## config.mk

```make
export PLATFORM = sky130hd
export DESIGN_NAME = latch_write_arbiter_flat
export DESIGN_NICKNAME = d
export VERILOG_FILES = /design/src/rtl/latch_write_arbiter_pkg.sv /design/src/rtl/latch_write_arbiter_if.sv /design/src/rtl/latch_write_arbiter_rr_arbiter.sv /design/src/rtl/latch_write_arbiter.sv /design/src/flat_wrapper.sv
export SDC_FILE = /design/constraint.sdc
export NUM_CORES = 1
export LEC_CHECK = 0
export ABC_AREA = 1
export BUFFER_PORTS_ARGS = -buffer_cell sky130_fd_sc_hd__buf_2
export CAP_MARGIN = 20
export CELL_PAD_IN_SITES_DETAIL_PLACEMENT = 0
export CELL_PAD_IN_SITES_GLOBAL_PLACEMENT = 1
export CORE_MARGIN = 4
export CORE_UTILIZATION = 35
export CTS_CLUSTER_SIZE = 20
export DETAILED_ROUTE_END_ITERATION = 8
export PLACE_DENSITY = 0.86
export SLEW_MARGIN = 5
export SYNTH_ARGS = -nofsm -noshare
export SYNTH_HDL_FRONTEND = slang
export SYNTH_HIERARCHICAL = 1
export SYNTH_SLANG_ARGS = --single-unit
```

## constraint.sdc

```tcl
create_clock -name clk -period 3.25 [get_ports clk]
set_clock_uncertainty 0.2 [all_clocks]
set_input_delay 0.325 -clock clk [delete_from_list [all_inputs] [get_ports clk]]
set_output_delay 0.325 -clock clk [all_outputs]
set_load 0.05 [all_outputs]
```

## src/rtl/latch_write_arbiter_pkg.sv

```systemverilog
// latch_write_arbiter_pkg
// Shared definitions for the latch write arbiter: FSM state encoding, the
// width of the enable-window down-counter and a small width helper.
// No ports.

package latch_write_arbiter_pkg;

    // Binary, 2-bit state encoding of the write sequencer.
    typedef enum logic [1:0] {
        ST_IDLE   = 2'd0,
        ST_SETUP  = 2'd1,
        ST_ENABLE = 2'd2,
        ST_HOLD   = 2'd3
    } state_t;

    // The enable counter holds EN_CYCLES-1; EN_CYCLES tops out at 4.
    localparam int unsigned EN_CNT_W = 2;

    // Index width for n items, never below one bit.
    function automatic int unsigned id_width(input int unsigned n);
        return (n > 1) ? $clog2(n) : 1;
    endfunction

endpackage

```

## src/rtl/latch_write_arbiter_if.sv

```systemverilog
// latch_write_arbiter_if
// Bundles the requester-side write ports and the bank-side latch drive of
// the arbiter.
//   req, req_addr, req_data : per-requester write request, flat-packed
//   ack                     : one-cycle completion pulse per requester
//   busy, gnt_id            : sequencer status and current/last grantee
//   lat_d, lat_en           : shared data bus and one-hot latch enables
// Modports: master = requesters/bench, slave = arbiter.

interface latch_write_arbiter_if
    import latch_write_arbiter_pkg::*;
#(
    parameter int unsigned NREQ  = 4,
    parameter int unsigned WIDTH = 8,
    parameter int unsigned AW    = 2
);
    localparam int unsigned IDW   = id_width(NREQ);
    localparam int unsigned DEPTH = 2 ** AW;

    logic [NREQ-1:0]       req;
    logic [NREQ*AW-1:0]    req_addr;
    logic [NREQ*WIDTH-1:0] req_data;
    logic [NREQ-1:0]       ack;
    logic                  busy;
    logic [IDW-1:0]        gnt_id;
    logic [WIDTH-1:0]      lat_d;
    logic [DEPTH-1:0]      lat_en;

    modport master (
        output req, req_addr, req_data,
        input  ack, busy, gnt_id, lat_d, lat_en
    );

    modport slave (
        input  req, req_addr, req_data,
        output ack, busy, gnt_id, lat_d, lat_en
    );

endinterface

```

## src/rtl/latch_write_arbiter_rr_arbiter.sv

```systemverilog
// rr_arbiter
// Combinational round-robin pick. Search starts at ptr and moves upward,
// wrapping modulo NREQ; the first set req bit wins.
//   req    : request vector
//   ptr    : highest-priority index for this pick
//   valid  : at least one request is set
//   winner : index of the selected requester

module rr_arbiter
    import latch_write_arbiter_pkg::*;
#(
    parameter int unsigned NREQ = 4,
    localparam int unsigned IDW = id_width(NREQ)
) (
    input  logic [NREQ-1:0] req,
    input  logic [IDW-1:0]  ptr,
    output logic            valid,
    output logic [IDW-1:0]  winner
);

    logic [IDW-1:0] idx;

    // Walk from the farthest offset down to ptr so the nearest set bit is
    // the last one assigned.
    always_comb begin
        valid  = 1'b0;
        winner = '0;
        idx    = '0;
        for (int i = int'(NREQ) - 1; i >= 0; i--) begin
            idx = IDW'((int'(ptr) + i) % int'(NREQ));
            if (req[idx]) begin
                valid  = 1'b1;
                winner = idx;
            end
        end
    end

endmodule

```

## src/rtl/latch_write_arbiter.sv

```systemverilog
// latch_write_arbiter
// Round-robin write arbiter and enable sequencer for a bank of gated D
// latches. Each granted write runs SETUP (data on the bus, enables low),
// ENABLE (one enable high for EN_CYCLES cycles), HOLD (enables low, ack).
//   clk  : rising-edge clock
//   rst  : synchronous active-high reset
//   bus  : slave side of latch_write_arbiter_if (requests in, latch drive out)

module latch_write_arbiter
    import latch_write_arbiter_pkg::*;
#(
    parameter int unsigned NREQ      = 4,
    parameter int unsigned WIDTH     = 8,
    parameter int unsigned AW        = 2,
    parameter int unsigned EN_CYCLES = 1
) (
    input logic                  clk,
    input logic                  rst,
    latch_write_arbiter_if.slave bus
);

    localparam int unsigned IDW   = id_width(NREQ);
    localparam int unsigned DEPTH = 2 ** AW;

    if (EN_CYCLES < 1 || EN_CYCLES > 4) begin : g_bad_en_cycles
        $error("EN_CYCLES must be in 1..4");
    end

    state_t                state_q;
    logic [IDW-1:0]        ptr_q;
    logic [IDW-1:0]        gnt_q;
    logic [AW-1:0]         addr_q;
    logic [WIDTH-1:0]      data_q;
    logic [DEPTH-1:0]      en_q;
    logic [NREQ-1:0]       ack_q;
    logic                  busy_q;
    logic [EN_CNT_W-1:0]   cnt_q;

    logic                  win_valid;
    logic [IDW-1:0]        win;

    rr_arbiter #(
        .NREQ (NREQ)
    ) u_rr_arbiter (
        .req    (bus.req),
        .ptr    (ptr_q),
        .valid  (win_valid),
        .winner (win)
    );

    // Every output leaves this block straight from a register; outputs take
    // the value of a state on the edge that enters it.
    always_ff @(posedge clk) begin
        if (rst) begin
            state_q <= ST_IDLE;
            ptr_q   <= '0;
            gnt_q   <= '0;
            addr_q  <= '0;
            data_q  <= '0;
            en_q    <= '0;
            ack_q   <= '0;
            busy_q  <= 1'b0;
            cnt_q   <= '0;
        end else begin
            ack_q <= '0;
            unique case (state_q)
                ST_IDLE: begin
                    if (win_valid) begin
                        // Address and data are frozen here; later changes
                        // on the request ports do not reach the bank.
                        gnt_q   <= win;
                        addr_q  <= bus.req_addr[win*AW +: AW];
                        data_q  <= bus.req_data[win*WIDTH +: WIDTH];
                        ptr_q   <= (win == IDW'(NREQ - 1)) ? '0 : win + 1'b1;
                        busy_q  <= 1'b1;
                        state_q <= ST_SETUP;
                    end
                end
                ST_SETUP: begin
                    en_q         <= '0;
                    en_q[addr_q] <= 1'b1;
                    cnt_q        <= EN_CNT_W'(EN_CYCLES - 1);
                    state_q      <= ST_ENABLE;
                end
                ST_ENABLE: begin
                    if (cnt_q == '0) begin
                        en_q         <= '0;
                        ack_q[gnt_q] <= 1'b1;
                        state_q      <= ST_HOLD;
                    end else begin
                        cnt_q <= cnt_q - 1'b1;
                    end
                end
                ST_HOLD: begin
                    busy_q  <= 1'b0;
                    state_q <= ST_IDLE;
                end
                default: begin
                    en_q    <= '0;
                    busy_q  <= 1'b0;
                    state_q <= ST_IDLE;
                end
            endcase
        end
    end

    assign bus.ack    = ack_q;
    assign bus.busy   = busy_q;
    assign bus.gnt_id = gnt_q;
    assign bus.lat_d  = data_q;
    assign bus.lat_en = en_q;

endmodule

```

## src/flat_wrapper.sv

```systemverilog
// flat-port wrapper written by rule: the top's interface ports become plain ports
module latch_write_arbiter_flat import latch_write_arbiter_pkg::*;
#(
    parameter int unsigned NREQ      = 4,
    parameter int unsigned WIDTH     = 8,
    parameter int unsigned AW        = 2,
    parameter int unsigned EN_CYCLES = 1
)
  (clk, rst, bus_req, bus_req_addr, bus_req_data, bus_ack, bus_busy, bus_gnt_id, bus_lat_d, bus_lat_en);
  latch_write_arbiter_if #(.NREQ(NREQ), .WIDTH(WIDTH), .AW(AW)) bus_i ();
  input logic clk;
  input logic rst;
  input wire logic [$bits(bus_i.req)-1:0] bus_req;
  input wire logic [$bits(bus_i.req_addr)-1:0] bus_req_addr;
  input wire logic [$bits(bus_i.req_data)-1:0] bus_req_data;
  output wire logic [$bits(bus_i.ack)-1:0] bus_ack;
  output wire logic [$bits(bus_i.busy)-1:0] bus_busy;
  output wire logic [$bits(bus_i.gnt_id)-1:0] bus_gnt_id;
  output wire logic [$bits(bus_i.lat_d)-1:0] bus_lat_d;
  output wire logic [$bits(bus_i.lat_en)-1:0] bus_lat_en;
  assign bus_i.req = bus_req;
  assign bus_i.req_addr = bus_req_addr;
  assign bus_i.req_data = bus_req_data;
  assign bus_ack = bus_i.ack;
  assign bus_busy = bus_i.busy;
  assign bus_gnt_id = bus_i.gnt_id;
  assign bus_lat_d = bus_i.lat_d;
  assign bus_lat_en = bus_i.lat_en;
  latch_write_arbiter #(.NREQ(NREQ), .WIDTH(WIDTH), .AW(AW), .EN_CYCLES(EN_CYCLES)) u_core (.clk(clk), .rst(rst), .bus(bus_i));
endmodule
```

Word level (Yosys, flattened, before mapping)
Index checks and enable logic that the tools add are counted.
{"block": "totals", "in_bits": 46, "word_cells": 75, "ff_bits": 27, "out_inout_bits": 19}
{"block": "op_classes", "n_eq_ne": 7, "shifts": 2, "order_cmp": 8, "bitwise_logic": 2, "n_reduce_logical": 12, "addsub": 5, "n_mux": 30}
{"cell": "$shiftx 32x6->8", "count": 1}
{"cell": "$lt 2x3->1 const B", "count": 6}
{"cell": "$mux 2", "count": 8}
{"cell": "$mux 1", "count": 11}
{"cell": "$reduce_and 2->1", "count": 5}
{"cell": "$bmux 1 s2", "count": 4}
{"cell": "$pmux 2 s4", "count": 1}
{"cell": "$pmux 4 s2", "count": 1}
{"cell": "$shiftx 8x4->2", "count": 1}
{"cell": "$eq 2x2->1 const B", "count": 3}
{"cell": "$add 2x1->2 const B", "count": 2}
{"cell": "$add 2x2->2 const B", "count": 2}
{"cell": "$demux 1 s2", "count": 2}
{"cell": "$ge 2x1->1 const B", "count": 2}
{"cell": "$logic_not 2->1", "count": 2}
{"cell": "$mux 4", "count": 1}
{"cell": "$ne 2x2->1 const B", "count": 2}
{"cell": "$pmux 2 s2", "count": 1}
{"cell": "$reduce_bool 2->1", "count": 2}
{"cell": "$reduce_or 3->1", "count": 1}
{"cell": "$eq 2x1->1 const B", "count": 1}
{"cell": "$logic_and 1x1->1", "count": 2}
{"cell": "$ne 2x1->1 const B", "count": 1}
{"cell": "$not 1->1", "count": 2}
{"cell": "2 further kinds", "count": 2}

Longest topological paths before layout
{"block": "depth", "ltp_word": 9, "ltp_mapped": 15, "ltp_nobuf": 14}

By module
The synthesis kept the hierarchy.
{"module": "latch_write_arbiter", "instances": 1, "area_each_um2": 1445.1, "cells_each": 205}
{"module": "rr_arbiter", "instances": 1, "area_each_um2": 212.7, "cells_each": 46}

Worst setup path after synthesis
No wires, ideal clock.
{"block": "synth_path", "path_kind": "register to register", "start": "reg u_core.ptr_q[0]", "end": "reg u_core.ptr_q[1]", "setup_slack_ns": 1.368, "required_ns": 2.934, "path_stages_with_launch": 11, "setup_ns": 0.116, "arrival_time_ns": 1.566, "path_cell_list": "dfxtp_1 buf_6 nand2_2 and2_4 nand2_2 nand2_1 inv_1 a21boi_1 ha_1 o21ai_0 nor2_1"}
{"block": "synth_via", "elab_chain_cells": 9, "elab_cells_between_ends": 23, "cone_classes": "add/sub: 4; eq/ne: 1; mux: 17; reduce/logical: 1"}
{"item": "start: declaration", "line_no": "latch_write_arbiter.sv:30", "text": "logic [IDW-1:0] ptr_q;"}
{"item": "start signal: assignment", "line_no": "latch_write_arbiter.sv:74", "text": "ptr_q <= (win == IDW'(NREQ - 1)) ? '0 : win + 1'b1;"}
{"item": "$add 2x2->2", "line_no": "latch_write_arbiter_rr_arbiter.sv:30", "text": "idx = IDW'((int'(ptr) + i) % int'(NREQ));"}
{"item": "$bmux 1 s2", "line_no": "latch_write_arbiter_rr_arbiter.sv:31", "text": "if (req[idx]) begin"}
{"item": "$mux 1 (implied by the code)", "line_no": "latch_write_arbiter_rr_arbiter.sv:31"}
{"item": "$mux 2 (3 in series)", "line_no": "latch_write_arbiter_rr_arbiter.sv:31"}
{"item": "$mux 2 (*)", "line_no": "latch_write_arbiter_rr_arbiter.sv:31"}
{"item": "via u_core.win[1]", "line_no": "latch_write_arbiter.sv:40", "text": "logic [IDW-1:0] win;"}
{"item": "$add 2x1->2 or $eq 2x2->1 (tied branches)", "line_no": "latch_write_arbiter.sv:74"}
{"item": "$mux 2 (*)", "line_no": "latch_write_arbiter.sv:74"}
Mark *: on every way through the listed nets, which the timed path passes. The rest lies on a longest branch. The select of a mux whose other input is x is not followed.
A chain may end at the register's enable or synchronous reset.

Worst setup path in the final report
{"block": "layout_path", "start": "reg u_core.ptr_q[0]", "end": "reg u_core.addr_q[1]"}
{"block": "layout_via", "elab_chain_cells": 8, "elab_cells_between_ends": 21, "cone_classes": "add/sub: 3; shift: 1; mux: 16; reduce/logical: 1"}
{"item": "$add 2x2->2", "line_no": "latch_write_arbiter_rr_arbiter.sv:30"}
{"item": "$bmux 1 s2", "line_no": "latch_write_arbiter_rr_arbiter.sv:31"}
{"item": "$mux 1 (implied by the code)", "line_no": "latch_write_arbiter_rr_arbiter.sv:31"}
{"item": "$mux 2 (3 in series)", "line_no": "latch_write_arbiter_rr_arbiter.sv:31"}
{"item": "$mux 2 (*)", "line_no": "latch_write_arbiter_rr_arbiter.sv:31"}
{"item": "via u_core.win[0]", "line_no": "latch_write_arbiter.sv:40"}
{"item": "$shiftx 8x4->2 (*)", "line_no": "latch_write_arbiter.sv:72", "text": "addr_q <= bus.req_addr[win*AW +: AW];"}
{"item": "end signal: assignment", "line_no": "latch_write_arbiter.sv:72"}
{"item": "end: declaration", "line_no": "latch_write_arbiter.sv:32", "text": "logic [AW-1:0] addr_q;"}
Marked as above.

==> results.md <==
* Post-CTS Setup Inserts at 0
* Yosys cell types at 22
* Final Hold Viols at 0
* Clk_lat worst skew at 0.27 ns
* # Max-Cap Violations at 0
* Share of layout cells above drive strength 1 at 30.1%
* Longest Clk Path Bufs at 2
* Least-Margin Pin Slew at 0.453 ns
* DIE AREA at about 6000 µm²
* Crit path DAT at 2.33 ns
* Worst Setup End Kind: flip-flop
* Number of port buffers at 64
* Multi-input gate area at approximately 940 µm²
* Synthesized cell area at 1660 µm²
* Mapped Avg Cell Area at 6.60 µm²
* Final min period at roughly 2.4 ns
* TritonCTS clock tree: done
* Vias in the first global route at about 1,600
* Max_slew headroom at 69.8%
* WS Path Type: flip-flop to flip-flop
* Die width at roughly 77 µm
* #FFs+latches synth at 27
* Vias at 1,703
* Layout Cells excl Fill at 364
* Initial antenna violation count at 0
* Pleak at 0.00108 µW
* Reg clk slew, reported paths at roughly 0.090 ns
* Worst hold path type: input port to flip-flop
* Ant. Diodes at 0
* Slew Limit Fails at 0
* H-tree Lvls at 1
* WL final at 3800 µm
* Global-route wire length before repair at 6690 µm
* Final Setup Violations at 0
* Post-CTS sizing at 0
* RSZ-0062 raised after global routing: false
* Worst Path Max Fanout at 24
* Die H at 76.8 µm
* Total GRT Usage at a little over an eighth
* CP startpoint kind: flip-flop
* Setup TNS at 0 ns
* Worst Setup Slack, final at 0.874 ns
* P per Cell Area at 1080 nW/µm²
* Drt pass-1 iters at 4
* CTS Buf Count at 3
* Vias per cell at 4.68
* Worst Path Required at 3.21 ns
* Peak VDD IR at 0.000425 V
* Post-synth net total at just over 300
* HPWL Detailed at roughly 3000 µm
* Row cnt at 24
* Post-Place Worst Slack at 0.883 ns
* Placed cell count at between 300 and 400
* Core outline area at 4470 µm²
* DR WL/cell at 10.5 µm
* Ports at 65
* Largest net degree at the start of global routing at 25
* Tcrit/Tclk final at 73.1%
* Area growth from synthesis to layout at 22.4%
* # fillers at 481
* Synth top area share at 32.6%
* Register area at 541 µm²
* GPL Wtd Cong at 0.829
* Sink Count at 27
* Final net count at 367
* Status: complete, no violations
* DRC viols at 0
* Fmax at between 0.4 and 0.5 GHz
* Initial Util at 37.1%
* Number of routed nets with antenna violations at 0
* Sequential share of the synthesized area at 32.6%
* Cell taking the most area after synthesis: dfxtp_1
* Top post-synthesis cells by area: dfxtp_1, nand2_1, nand3_1
* Ys Warns at 6
* Hold WS at 0.105 ns
* Cells after Synth at 251
* First DRT Iteration DRCs at between 50 and 60
* Gr ovfl total at 0
* CTS Hold Bufs at 0
* Clock root cell: clkbuf_8
area by class of cell:
cell class / count / area share (%)
inverters: 25 / 4.81
clock inverters: 1 / 0.247
well taps: 52 / 3.21
multi-input cells: 190 / 46.5
repair buffers: 66 / 16.5
flip-flops and latches: 27 / 26.6
clock buffers: 3 / 2.03
routing by layer:
metal / global-route usage (%) / part of all wire, % / up-vias
li1: - / - / 934
met1: 17.6 / 50 / 697
met2: 22.0 / 41 / 70
met3: 2.93 / 8.7 / 2
met4: 3.26 / 0.55 / 0
met5: 0 / 0 / -
per-stage QoR:
step,utilization [%],power [µW],instance area [µm²]
global route,45.4,2450,2030
global placement,44.3,2010,1980
floorplan,-,1810,1660
finish,45.4,2190,2030
CTS,45.4,2210,2030
detailed placement,44.3,2010,1980
state kept, by name (all words and copies together) (netlist names):
signal             count
u_core/bus.lat_en      4
u_core/bus.lat_d       8
u_core/bus.busy        1
u_core/ptr_q           2
u_core/cnt_q           2
u_core/addr_q          2
u_core/bus.ack         4
u_core/bus.gnt_id      2
u_core/state_q         2
cell families (layout without fill, tap and decap cells):
logic type	Yosys count	in the layout	share of synthesized area, %
simple gates	142	142	36.2
buf+inv	34	95	10.4
flops	27	27	32.6
compound gates	40	40	14.7
fa+ha+maj	8	8	6.04
critical path, cell delays in order, from the launching register on:
cell and delay, ns:
dfxtp_1 0.58, inv_1 0.16, nand2_1 0.10, and2_4 0.14
nand2_2 0.05, nand2_2 0.07, clkinv_2 0.05, nand2_1 0.05
nand2_1 0.04, nand2_1 0.07, buf_4 0.24, inv_2 0.19
nand2_1 0.10, nand3_1 0.06, nand2_1 0.10, a21oi_2 0.05
synth_stat cells, drive strengths merged:
cell type  count
nor2          12
dfxtp         27
a21boi         1
o21ai         20
nand3         32
a21oi         19
and2           1
nand3b         1
ha             8
buf            9
clkinv         1
inv           24
nor3           5
nand2         91
layout by cell type, fill, tap and decap left out, drive strengths merged:
cell	Yosys	routed
a21oi	19	19
buf	9	66
nor3	5	5
nand3	32	32
a21boi	1	1
ha	8	8
clkbuf	0	3
clkinv	1	2
o21ai	20	20
dfxtp	27	27
inv	24	24
nor2	12	12
and2	1	1
nand3b	1	1
nand2	91	91
where the power goes:
group / internal [µW] / switching (µW) / total (µW)
Sequential: 447 / 86.2 / 534
Clock: 85.9 / 103 / 189
Combinational: 446 / 1020 / 1460
Total: 979 / 1210 / 2190
worst paths after layout:
| kind | slack, ns | cells after the start | end | startpoint |
|---|---|---|---|---|
| worst max register to register | 0.87 | 15 | u_core/addr_q[1] | u_core/ptr_q[0] |
| worst min-delay path | 0.11 | 2 | u_core/bus.lat_en[3] | rst |
| worst min register to register | 0.27 | 2 | u_core/bus.lat_en[3] | u_core/bus.lat_en[3] |
| worst max-delay path | 0.87 | 15 | u_core/addr_q[1] | u_core/ptr_q[0] |
Power figures use the tool's default switching activity.
